[config.mk]
export PLATFORM = sky130hd
export DESIGN_NAME = fpu_add_arbiter
export DESIGN_NICKNAME = d
export VERILOG_FILES = /design/src/rtl/fpu_add_arbiter.sv
export SDC_FILE = /design/constraint.sdc
export NUM_CORES = 1
export LEC_CHECK = 0
export ABC_AREA = 1
export BUFFER_PORTS_ARGS = -buffer_cell sky130_fd_sc_hd__clkbuf_2
export CORE_AREA = 2 2 179 181
export DETAILED_ROUTE_END_ITERATION = 6
export DIE_AREA = 0 0 181 183
export PLACE_DENSITY_LB_ADDON = 0.3
export RECOVER_POWER = 100
export SLEW_MARGIN = 40
export SYNTH_ARGS = -nofsm -noshare
export SYNTH_HDL_FRONTEND = slang
export SYNTH_SLANG_ARGS = --single-unit
[constraint.sdc]
create_clock -name clk -period 3.28 [get_ports clk]
set_clock_uncertainty 0.2 [all_clocks]
set_input_delay 0.328 -clock clk [delete_from_list [all_inputs] [get_ports clk]]
set_output_delay 0.328 -clock clk [all_outputs]
set_load 0.02 [all_outputs]
[src/rtl/fpu_add_arbiter.sv]
// Round-robin front end sharing one pipelined FPU add/sub unit among N requesters.
// Grants are registered into the FPU, and a tag pipe routes each result back to its requester.
module fpu_add_arbiter #(
  parameter int N       = 4,
  parameter int W       = 32,
  parameter int FPU_LAT = 1
) (
  input  logic                              clk,
  input  logic                              rst,
  input  logic                              en,
  input  logic [N-1:0]                      req_valid,
  output logic [N-1:0]                      req_ready,
  input  logic [3*N-1:0]                    req_mode,
  input  logic [2*N-1:0]                    req_op,
  input  logic [W*N-1:0]                    req_a,
  input  logic [W*N-1:0]                    req_b,
  output logic                              fpu_valid,
  output logic [2:0]                        fpu_mode,
  output logic [1:0]                        fpu_op,
  output logic [W-1:0]                      fpu_a,
  output logic [W-1:0]                      fpu_b,
  input  logic [W-1:0]                      fpu_result,
  input  logic [4:0]                        fpu_exc,
  output logic [N-1:0]                      rsp_valid,
  output logic [((N > 1) ? $clog2(N) : 1)-1:0] rsp_id,
  output logic [W-1:0]                      rsp_result,
  output logic [4:0]                        rsp_exc,
  output logic                              busy,
  output logic [15:0]                       issue_cnt
);

  localparam int IDW = (N > 1) ? $clog2(N) : 1;

  logic [IDW-1:0] ptr;
  logic [IDW-1:0] grant_id;
  logic [IDW-1:0] cand;
  logic           grant_any;
  logic [IDW-1:0] issue_id;
  logic [FPU_LAT-1:0] tag_valid;
  logic [IDW-1:0] tag_id [FPU_LAT];

  logic [W-1:0] a_arr    [N];
  logic [W-1:0] b_arr    [N];
  logic [2:0]   mode_arr [N];
  logic [1:0]   op_arr   [N];

  for (genvar k = 0; k < N; k++) begin : g_unpack
    assign a_arr[k]    = req_a[W*k +: W];
    assign b_arr[k]    = req_b[W*k +: W];
    assign mode_arr[k] = req_mode[3*k +: 3];
    assign op_arr[k]   = req_op[2*k +: 2];
  end

  // Search starts just past the last winner so every requester gets a fair turn.
  always_comb begin
    req_ready = '0;
    grant_id  = '0;
    grant_any = 1'b0;
    cand      = '0;
    if (en) begin
      for (int i = 1; i <= N; i++) begin
        cand = IDW'((int'(ptr) + i) % N);
        if (!grant_any && req_valid[cand]) begin
          req_ready[cand] = 1'b1;
          grant_id        = cand;
          grant_any       = 1'b1;
        end
      end
    end
  end

  always_ff @(posedge clk) begin
    if (rst) begin
      ptr       <= IDW'(N - 1);
      issue_cnt <= '0;
      fpu_valid <= 1'b0;
      fpu_mode  <= '0;
      fpu_op    <= '0;
      fpu_a     <= '0;
      fpu_b     <= '0;
      issue_id  <= '0;
    end else begin
      fpu_valid <= grant_any;
      if (grant_any) begin
        ptr       <= grant_id;
        issue_cnt <= issue_cnt + 16'd1;
        fpu_mode  <= mode_arr[grant_id];
        fpu_op    <= op_arr[grant_id];
        fpu_a     <= a_arr[grant_id];
        fpu_b     <= b_arr[grant_id];
        issue_id  <= grant_id;
      end
    end
  end

  // The issue register feeds the tag pipe, so the tail lines up with the FPU output.
  always_ff @(posedge clk) begin
    if (rst) begin
      tag_valid <= '0;
      for (int i = 0; i < FPU_LAT; i++) tag_id[i] <= '0;
    end else begin
      tag_valid[0] <= fpu_valid;
      tag_id[0]    <= issue_id;
      for (int i = 1; i < FPU_LAT; i++) begin
        tag_valid[i] <= tag_valid[i-1];
        tag_id[i]    <= tag_id[i-1];
      end
    end
  end

  always_ff @(posedge clk) begin
    if (rst) begin
      rsp_valid  <= '0;
      rsp_id     <= '0;
      rsp_result <= '0;
      rsp_exc    <= '0;
    end else begin
      rsp_valid <= '0;
      if (tag_valid[FPU_LAT-1]) begin
        for (int k = 0; k < N; k++) rsp_valid[k] <= (tag_id[FPU_LAT-1] == IDW'(k));
        rsp_id     <= tag_id[FPU_LAT-1];
        rsp_result <= fpu_result;
        rsp_exc    <= fpu_exc;
      end
    end
  end

  assign busy = fpu_valid | (|tag_valid) | (|rsp_valid);

endmodule

---- Word-level counts from Yosys, hierarchy flattened ----
Memories as Yosys holds them, arrays and structs flattened.
Cells that the tools add are included.
operators by class
  add/subtract/negate cells ............... 5
  $mul .................................... 0
  divide/modulo/power cells ............... 0
  $lt $le $gt $ge ......................... 9
  equality and inequality tests ........... 3
  shift operators ......................... 0
  mux-type cells .......................... 54
  bitwise operators ....................... 7
  reduce and logical (&&, ||, !) cells .... 14
operator list
  kind                     count
  $bmux W32 S2             2
  $mux W32                 4
  $mux W4                  8
  $mux W1                  20
  $add A16 B1 Y16 const B  1
  $mux W2                  8
  $lt A2 B3 Y1 const B     4
  $or A4 B4 Y4             3
  $bmux W1 S2              4
  $demux W1 S2             4
  $ge A2 B1 Y1 const B     4
  $logic_and A1 B1 Y1      7
  $bmux W3 S2              1
  $mux W3                  2
  $add A2 B1 Y2 const B    2
  $add A2 B2 Y2 const B    2
  $bmux W2 S2              1
  $eq A2 B2 Y1 const B     2
  $reduce_or A2 Y1         2
  $reduce_or A4 Y1         1
  $ge A3 B3 Y1 const B     1
  $logic_not A1 Y1         3
  $not A2 Y3               1
  $eq A2 B1 Y1 const B     1
  other kinds (3)          4
word-level totals
  register bits after elaboration ......... 134
  latch bits .............................. 0
  RAM bits ................................ 2
  memory bits (read-only) ................. 0
  output and inout bits ................... 134
  memories ................................ 1
memory list
  memory  words  bits a word  rd ports  clocked after memory_dff  write ports  RTL line  text
  tag_id  1      2            1         0                         1            40        logic [IDW-1:0] tag_id [FPU_LAT];

---- Logic depth before layout (Yosys ltp) ----
Gate-level depths: netlist of the first run.
  depth after elaboration ................. 21
  mapped depth ............................ 17
  gate-level depth less buffers ........... 15

---- Worst setup path after synthesis of the first run ----
Ideal clock, no wire load.
  kind .................................... reg2reg
  start ................................... register ptr[0]
  end ..................................... register fpu_a[24]
  library setup time ...................... 128 ps
  arrival ................................. 2,190 ps
  setup slack ............................. 761 ps
  stages on the path, launching flop included .. 15
  path buffers ............................ 3
  clock period less this slack ............ 2,519 ps
  cells stage by stage .................... dfxtp_1 buf_6 inv_4 ha_1 inv_1 nand2_2 nand2_4 nor2_4 nand3b_1 a21oi_2 buf_4 buf_6 nand3_1 nand2_1 a21oi_1
between the ends
  longest elaborated chain between the ends .. 21
  elaborated cells on any way between the ends .. 35
  those cells by class .................... add/sub (4); mux (24); bitwise (1); reduce/logical (6)
RTL lines
  item                                         RTL line  text
  start, declared                              34        logic [IDW-1:0] ptr;
  start signal, assigned                       74        ptr <= IDW'(N - 1);
  start signal, assigned                       85        ptr <= grant_id;
  $add A2 B1 Y2                                62        cand = IDW'((int'(ptr) + i) % N);
  $bmux W1 S2                                  63        if (!grant_any && req_valid[cand]) begin
  $mux W1 (implied by the code)                63
  $mux W1                                      63
  $mux W1                                      60        if (en) begin
  $logic_not A1 Y1                             63
  $logic_and A1 B1 Y1                          63
  $mux W1                                      63
  (+4 left out)                                --
  $mux W1                                      60
  $logic_not A1 Y1                             63
  $logic_and A1 B1 Y1                          63
  $mux W2                                      63
  $mux W2                                      60
  $not A2 Y3 (implied by the code)             89        fpu_a <= a_arr[grant_id];
  $bmux W32 S2                                 89
  $mux W32 (implied by the code) (2 in a row)  89
  end signal, assigned                         89
  end, declared                                20        output logic [W-1:0] fpu_a,
Several ways; a longest one is shown, not always the timed one. The select of a mux whose other input is x is not followed.
A chain may end at the register's enable or synchronous reset.

---- Worst setup path after layout of the first run ----
  start ................................... register ptr[1]
  end ..................................... output port req_ready[2]
between the ends
  longest elaborated chain between the ends .. 17
  elaborated cells on any way between the ends .. 55
  those cells by class .................... add/sub (4); order compare (8); mux (30); bitwise (3); reduce/logical (10)
RTL lines
  item                                                                   RTL line  text
  parallel branches: the longest is 15 deep, another holds $lt A2 B3 Y1  --
  $mux W4 (*)                                                            63
  $mux W4 (*)                                                            60
  end, declared                                                          12        output logic [N-1:0] req_ready,
Mark *: on every way between the ends. The select of a mux whose other input is x is not followed.

==> flow_summary.toml, run 1 <==
[global_route]
antenna_found_initial = 1
grt_overflow = 0
grt_pass1_vias = 8943
grtUsageTotal_pct = 19.3
grt_max_degree = 86
grt_pass1_wl_um = 50100

[die]
core_area_um2 = 31200
start_util_pct = 24.1
die_area_um2 = 33100
dieHeight_um = 183
die_w_um = 181
rows = 65
ios = 454

[synthesis]
synth_warnings = 0
syn_nets = 1513
synth_top_area_share_pct = 36.1
syn_area_per_cell_um2 = 6.36
ys_seq_elements = 136
ys_types = 32
synth-edff-count = 0
synthFlopType = "dfxtp_1"
netlist_top_cells_area = "dfxtp_1, nand2_1, o21ai_0"
synth_cells = 1184
synth_commonest_cells = "nand2_1, o21ai_0, nand3_1"
ys_seq_area_share_pct = 36.1
yosysMostFrequentCell = "nand2_1"
synthesis.area_um2 = 7530
synth_top_cell_by_area = "dfxtp_1"
ys_async_sr_fraction_pct = 0

[critical_path]
critPathKind = "register to output pin"
cp-start-kind = "register"
r2r-start = "ptr[1]$_SDFFE_PP1P_"
crit_fanout = 9
r2r_slack_ns = 0.28
r2r_cells = 13
cp_slowest_cell = "dfxtp_1"
cp.buffers_inverters = 4
reg2reg_to = "fpu_b[1]$_SDFFE_PP0P_"
cp_cell_sequence = "inv_2, ha_2, inv_1, nand2_2, nand2_4, nor2_4, nand3b_1, o21ai_0, nand2_1, inv_1, clkbuf_2"
crit_family = "simple AND/OR/NAND/NOR gates"
cp.required_ns = 2.75
end_kind = "output pin"
cp_data_arrival_time_ns = 2.56
cp_common_cell = "inv_1"
cpPeakStageDelay_ns = 0.47

[timing]
final.min_clock_period_ns = 3.09
finalHoldViolations = 0
setup_tns_ns = 0
fin_ws_ns = 0.188
relSlewSlack_pct = 18.2
tightest_slew_ns = 1.22
fin_crit_sh_pct = 94.3
timing.final.max_slew_violations = 0
fmax_ghz = 0.323
setup_viol = 0

[pwr]
total_power_mw = 9.39
power.leakage_nw = 5.20
irDropWorstVdd_mv = 0.478
p_per_area_nw_per_um2 = 859

[hold_path]
worstHoldPathCells = 5
hp-class = "primary input to register"
hold_end = "fpu_b[15]$_SDFFE_PP0P_"
hp-start = "req_b[79]"

[job]
drv_cap = 0

[route]
detail-route-antenna-nets = 0
met2_length_um = 15900
vias = 9598
vias_per_cell = 4.71
drcViolationCount = 0
drt-total-wl_um = 33000
route.met3.wl_um = 2270
drt-met1-wl_um = 14100
dr.pass1.iters = 5
drt_iter0_drc = 603
routedWlPerCell_um = 16.2
highest_layer = "met5"

[cells_and_area]
regArea_um2 = 2720
multi_input_area_um2 = 4190
antenna-diode-count = 0
post-route-util_pct = 35.0
final_nets = 1952
fin_area_um2 = 10900
nFillCells = 3492
drive_above_1_share_pct = 24.1
areaGrowthSynthToFinish_pct = 45.1

[place]
gp_congestion = 0.935
dp_hpwl_um = 23900
port_buffers = 453
preCtsSetupSlack_ns = 0.255
placed_cell_area_um2 = 10100

[status]
outcome = "complete, no violations"

[clocking]
clock-root-buffer = "clkbuf_16"
htreeDepth = 4
cts_buffer_depth = 2
cts_buffers = 17
cts_tree = "yes"
insertion_delay_ns = 0.41
path_clk_slew_ns = 0.08
cts_sinks = 136
[metrics by stage]
| step | cells | hold WS (ns) |
|---|---|---|
| final | 2038 | 0.0388 |
| after detailed placement | 1968 | 0.213 |
| after floorplan | 1184 | 0.200 |
| after CTS | 2037 | 0.0170 |
| after global routing | 2038 | 0.0353 |
| after global placement | 1968 | 0.206 |
[cell type report]
cell class                 instances  area share [%]
sequential                       136            24.9
inverter                          47            1.67
clock buffer                      17            3.89
tap                              402            4.60
clock inverter                    15            1.79
multi-input combinational        910            38.3
timing repair buffer             511            24.8
[where the power goes]
part	internal, mW	switching, mW
clock	1.17	0.925
combinational	1.54	3.53
sequential	2.02	0.207
[worst max-delay path by stage]
stage / from / to / slack [ns] / cells after the start
floorplan: ptr[0]$_SDFFE_PP1P_ / fpu_a[24]$_SDFFE_PP0P_ / 0.76 / 14
global placement: ptr[1]$_SDFFE_PP1P_ / fpu_b[1]$_SDFFE_PP0P_ / 0.36 / 12
detailed placement: ptr[1]$_SDFFE_PP1P_ / fpu_b[2]$_SDFFE_PP0P_ / 0.25 / 15
CTS: ptr[1]$_SDFFE_PP1P_ / req_ready[2] / 0.004 / 11
global route: ptr[1]$_SDFFE_PP1P_ / req_ready[2] / -0.02 / 11
finish: ptr[1]$_SDFFE_PP1P_ / req_ready[2] / 0.19 / 11
[what timing repair did]
| action | 4_1_cts | 5_1_grt |
|---|---|---|
| gates resized for setup | 0 | 3 |
| hold buffers | 37 | 0 |
| setup buffers | 0 | 1 |
| endpoints found under the hold margin | 37 | 0 |
| endpoints found under the setup margin | 0 | 10 |
[placed cells by master, fill, tap and decap left out, drive strengths merged]
master,n
clkbuf,472
nand2,344
o21ai,197
nand3,158
dfxtp,136
a21oi,92
nor2,87
inv,56
dlygate4sd3,37
buf,19
ha,9
nor3,7
nand4,4
nor4,3
xor2,2
o211ai,2
bufinv,2
clkinvlp,2
clkinv,2
xnor2,1
nor3b,1
nand3b,1
a22oi,1
a21boi,1
[worst reg2reg max path, cell delays in order (launching register included)]
cell and delay, ns:
dfxtp_1 0.47, inv_2 0.14, ha_2 0.40, inv_1 0.09, nand2_2 0.10, nand2_4 0.08, nor2_4 0.15, nand3_1 0.09
nand2_2 0.15, buf_4 0.46, o21ai_0 0.20, nand3_1 0.21, nand2_1 0.09, a21oi_1 0.12
[registers in the layout (all words and copies together), names as in the netlist]
name	count
issue_id	2
issue_cnt	16
tag_valid	1
fpu_a	32
tag_id	2
rsp_exc	5
rsp_valid	4
ptr	2
fpu_b	32
fpu_mode	3
fpu_valid	1
fpu_op	2
rsp_id	2
rsp_result	32
[metal layers]
layer | track usage [%] | up-vias
met2 | 32.1 | 380
met4 | 5.85 | 2
met5 | 0 | -
li1 | - | 4798
met1 | 24.7 | 4366
met3 | 4.65 | 52
[cells by family (layout without fill, tap and decap cells)]
group / count (synthesis) / in the layout / share of synthesized area (%)
XOR/XNOR: 3 / 3 / 0.349
buffers and inverters: 138 / 590 / 8.52
adder cells (fa/ha/maj): 9 / 9 / 1.49
AND/OR/NAND/NOR: 605 / 605 / 33.8
AO/OA/AOI/OAI: 293 / 293 / 19.6
flip-flops: 136 / 136 / 36.1
Power figures use the tool's default switching activity.
==> inputs of run 2 (changes only) <==
Settings changed: BUFFER_PORTS_ARGS -buffer_cell sky130_fd_sc_hd__clkbuf_2 to -buffer_cell sky130_fd_sc_hd__buf_2.
==> flow_summary.toml, run 2 (synthesis gave the netlist of run 1 again) <==
[clocking]
clock-root-buffer = "clkbuf_16"
cts_sinks = 136
path_clk_slew_ns = 0.07
cts_buffers = 17
htreeDepth = 4
cts_tree = "yes"
cts_buffer_depth = 2
insertion_delay_ns = 0.41

[pwr]
power.leakage_nw = 5.09
intPower_mw = 4.60
power_switching_mw = 4.56
clockPowerShare_pct = 21.7
power.share.combinational_pct = 54.0
p_sw_share_pct = 49.8
irDropWorstVdd_mv = 0.549
p_per_area_nw_per_um2 = 844
seq_power_share_pct = 24.3

[die]
core_area_um2 = 31200
die_area_um2 = 33100
dieHeight_um = 183
ios = 454
die_w_um = 181
rows = 65
start_util_pct = 24.1

[critical_path]
cp_data_arrival_time_ns = 2.48
cp-start-kind = "register"
cp_common_cell = "inv_1"
crit_fanout = 9
r2r_slack_ns = 0.28
cpPeakStageDelay_ns = 0.40
cp.buffers_inverters = 4
cp_slowest_cell = "dfxtp_2"
cp_cell_sequence = "inv_2, ha_1, inv_1, nand2_2, nand2_4, nor2_4, nand3b_1, o21ai_0, nand2_1, inv_1, clkbuf_2"
critPathKind = "register to output pin"
crit_family = "simple AND/OR/NAND/NOR gates"
cp.required_ns = 2.75
end_kind = "output pin"

[global_route]
antenna_found_initial = 6
grt_pass1_vias = 9110
grt_pass1_wl_um = 49800
grtUsageTotal_pct = 19.1
grt_max_degree = 153
grt_overflow = 0

[cells_and_area]
layout_commonest_cell = "nand2_1"
drive_above_1_share_pct = 23.8
areaGrowthSynthToFinish_pct = 44.1
fin_area_um2 = 10900
post-route-util_pct = 34.8
final_cell_mix = "nand2_1, buf_2, o21ai_0, nand3_1, dfxtp_1"
reg_top3 = "fpu_a x32, fpu_b x32, rsp_result x32"
final_nets = 1949

[timing]
finalHoldViolations = 0
final.min_clock_period_ns = 3.01
tightest_slew_ns = 1.41
fin_crit_sh_pct = 91.7
relSlewSlack_pct = 5.34
rsz0062_at_grt = "no"
timing.final.max_slew_violations = 0
fmax_ghz = 0.333
setup_tns_ns = 0
whs_ns = 0.0662
setup_viol = 0

[route]
routedWlPerCell_um = 16.4
drt-met1-wl_um = 13900
vias = 9629
drt_iter0_drc = 641
met2_length_um = 16100
vias_per_cell = 4.72
highest_layer = "met5"
route.met3.wl_um = 2510
drt-total-wl_um = 33400
drcViolationCount = 0
dr.pass1.iters = 5
detail-route-antenna-nets = 0

[place]
gp_congestion = 0.889
placed_cell_area_um2 = 10100
port_buffers = 453
dp_hpwl_um = 24100

[hold_path]
hp-class = "primary input to register"

[status]
outcome = "complete, no violations"

[job]
drv_cap = 0
[run 2: stage by stage]
stage	worst slack (ns)	total power, mW	std cells
6_report	0.274	9.16	2038
5_1_grt	0.0628	9.88	2036
4_1_cts	0.00103	9.35	2034
3_5_place_dp	0.261	7.27	1965
3_3_place_gp	0.370	7.24	1965
2_1_floorplan	0.761	5.71	1184
[run 2: worst paths after layout]
check                                         startpoint                        to  cells after the start
worst max-delay path                 ptr[1]$_SDFFE_PP1P_              req_ready[3]                     11
worst min-delay path                         req_mode[7]  fpu_mode[1]$_SDFFE_PP0P_                      5
worst max register to register       ptr[1]$_SDFFE_PP1P_     fpu_b[1]$_SDFFE_PP0P_                     13
worst min register to register  issue_id[1]$_SDFFE_PP0P_   tag_id[0][1]$_SDFF_PP0_                      2
[run 2: worst register-to-register path, delay by kind of cell, from the launching register on]
kind	cells	cell delay, ns
compound gates	2	0.29
fa+ha+maj	1	0.37
buf+inv	4	0.70
flops	1	0.40
simple gates	6	0.90
[run 2: layer usage]
layer	vias up	track usage (%)
li1	4805	-
met3	61	5.12
met4	6	6.28
met2	373	32.8
met1	4384	23.1
met5	-	0
[run 2: repair_timing]
| item | CTS | global route |
|---|---|---|
| endpoints found under the setup margin | 0 | 5 |
| setup buffers | 0 | 1 |
| hold buffers | 37 | 0 |
| endpoints found under the hold margin | 37 | 0 |
| gates resized for setup | 0 | 5 |
[run 2: area by class of cell]
type	instances	area (um^2)
Antenna cell	3	7.51
Sequential cell	136	2720
Inverter	47	183
Fill cell	3535	20400
Tap cell	402	503
Clock inverter	14	151
Multi-Input combinational cell	910	4170
Clock buffer	18	439
Timing Repair Buffer	508	2680
[run 2: power groups by stage]
stage | clock network (mW) | logic, mW | registers, mW
6_report | 1.99 | 4.95 | 2.23
5_1_grt | 2.13 | 5.48 | 2.27
4_1_cts | 2.07 | 5.07 | 2.21
3_5_place_dp | 0 | 5.03 | 2.24
3_3_place_gp | 0 | 5.00 | 2.24
2_1_floorplan | 0 | 3.08 | 2.63
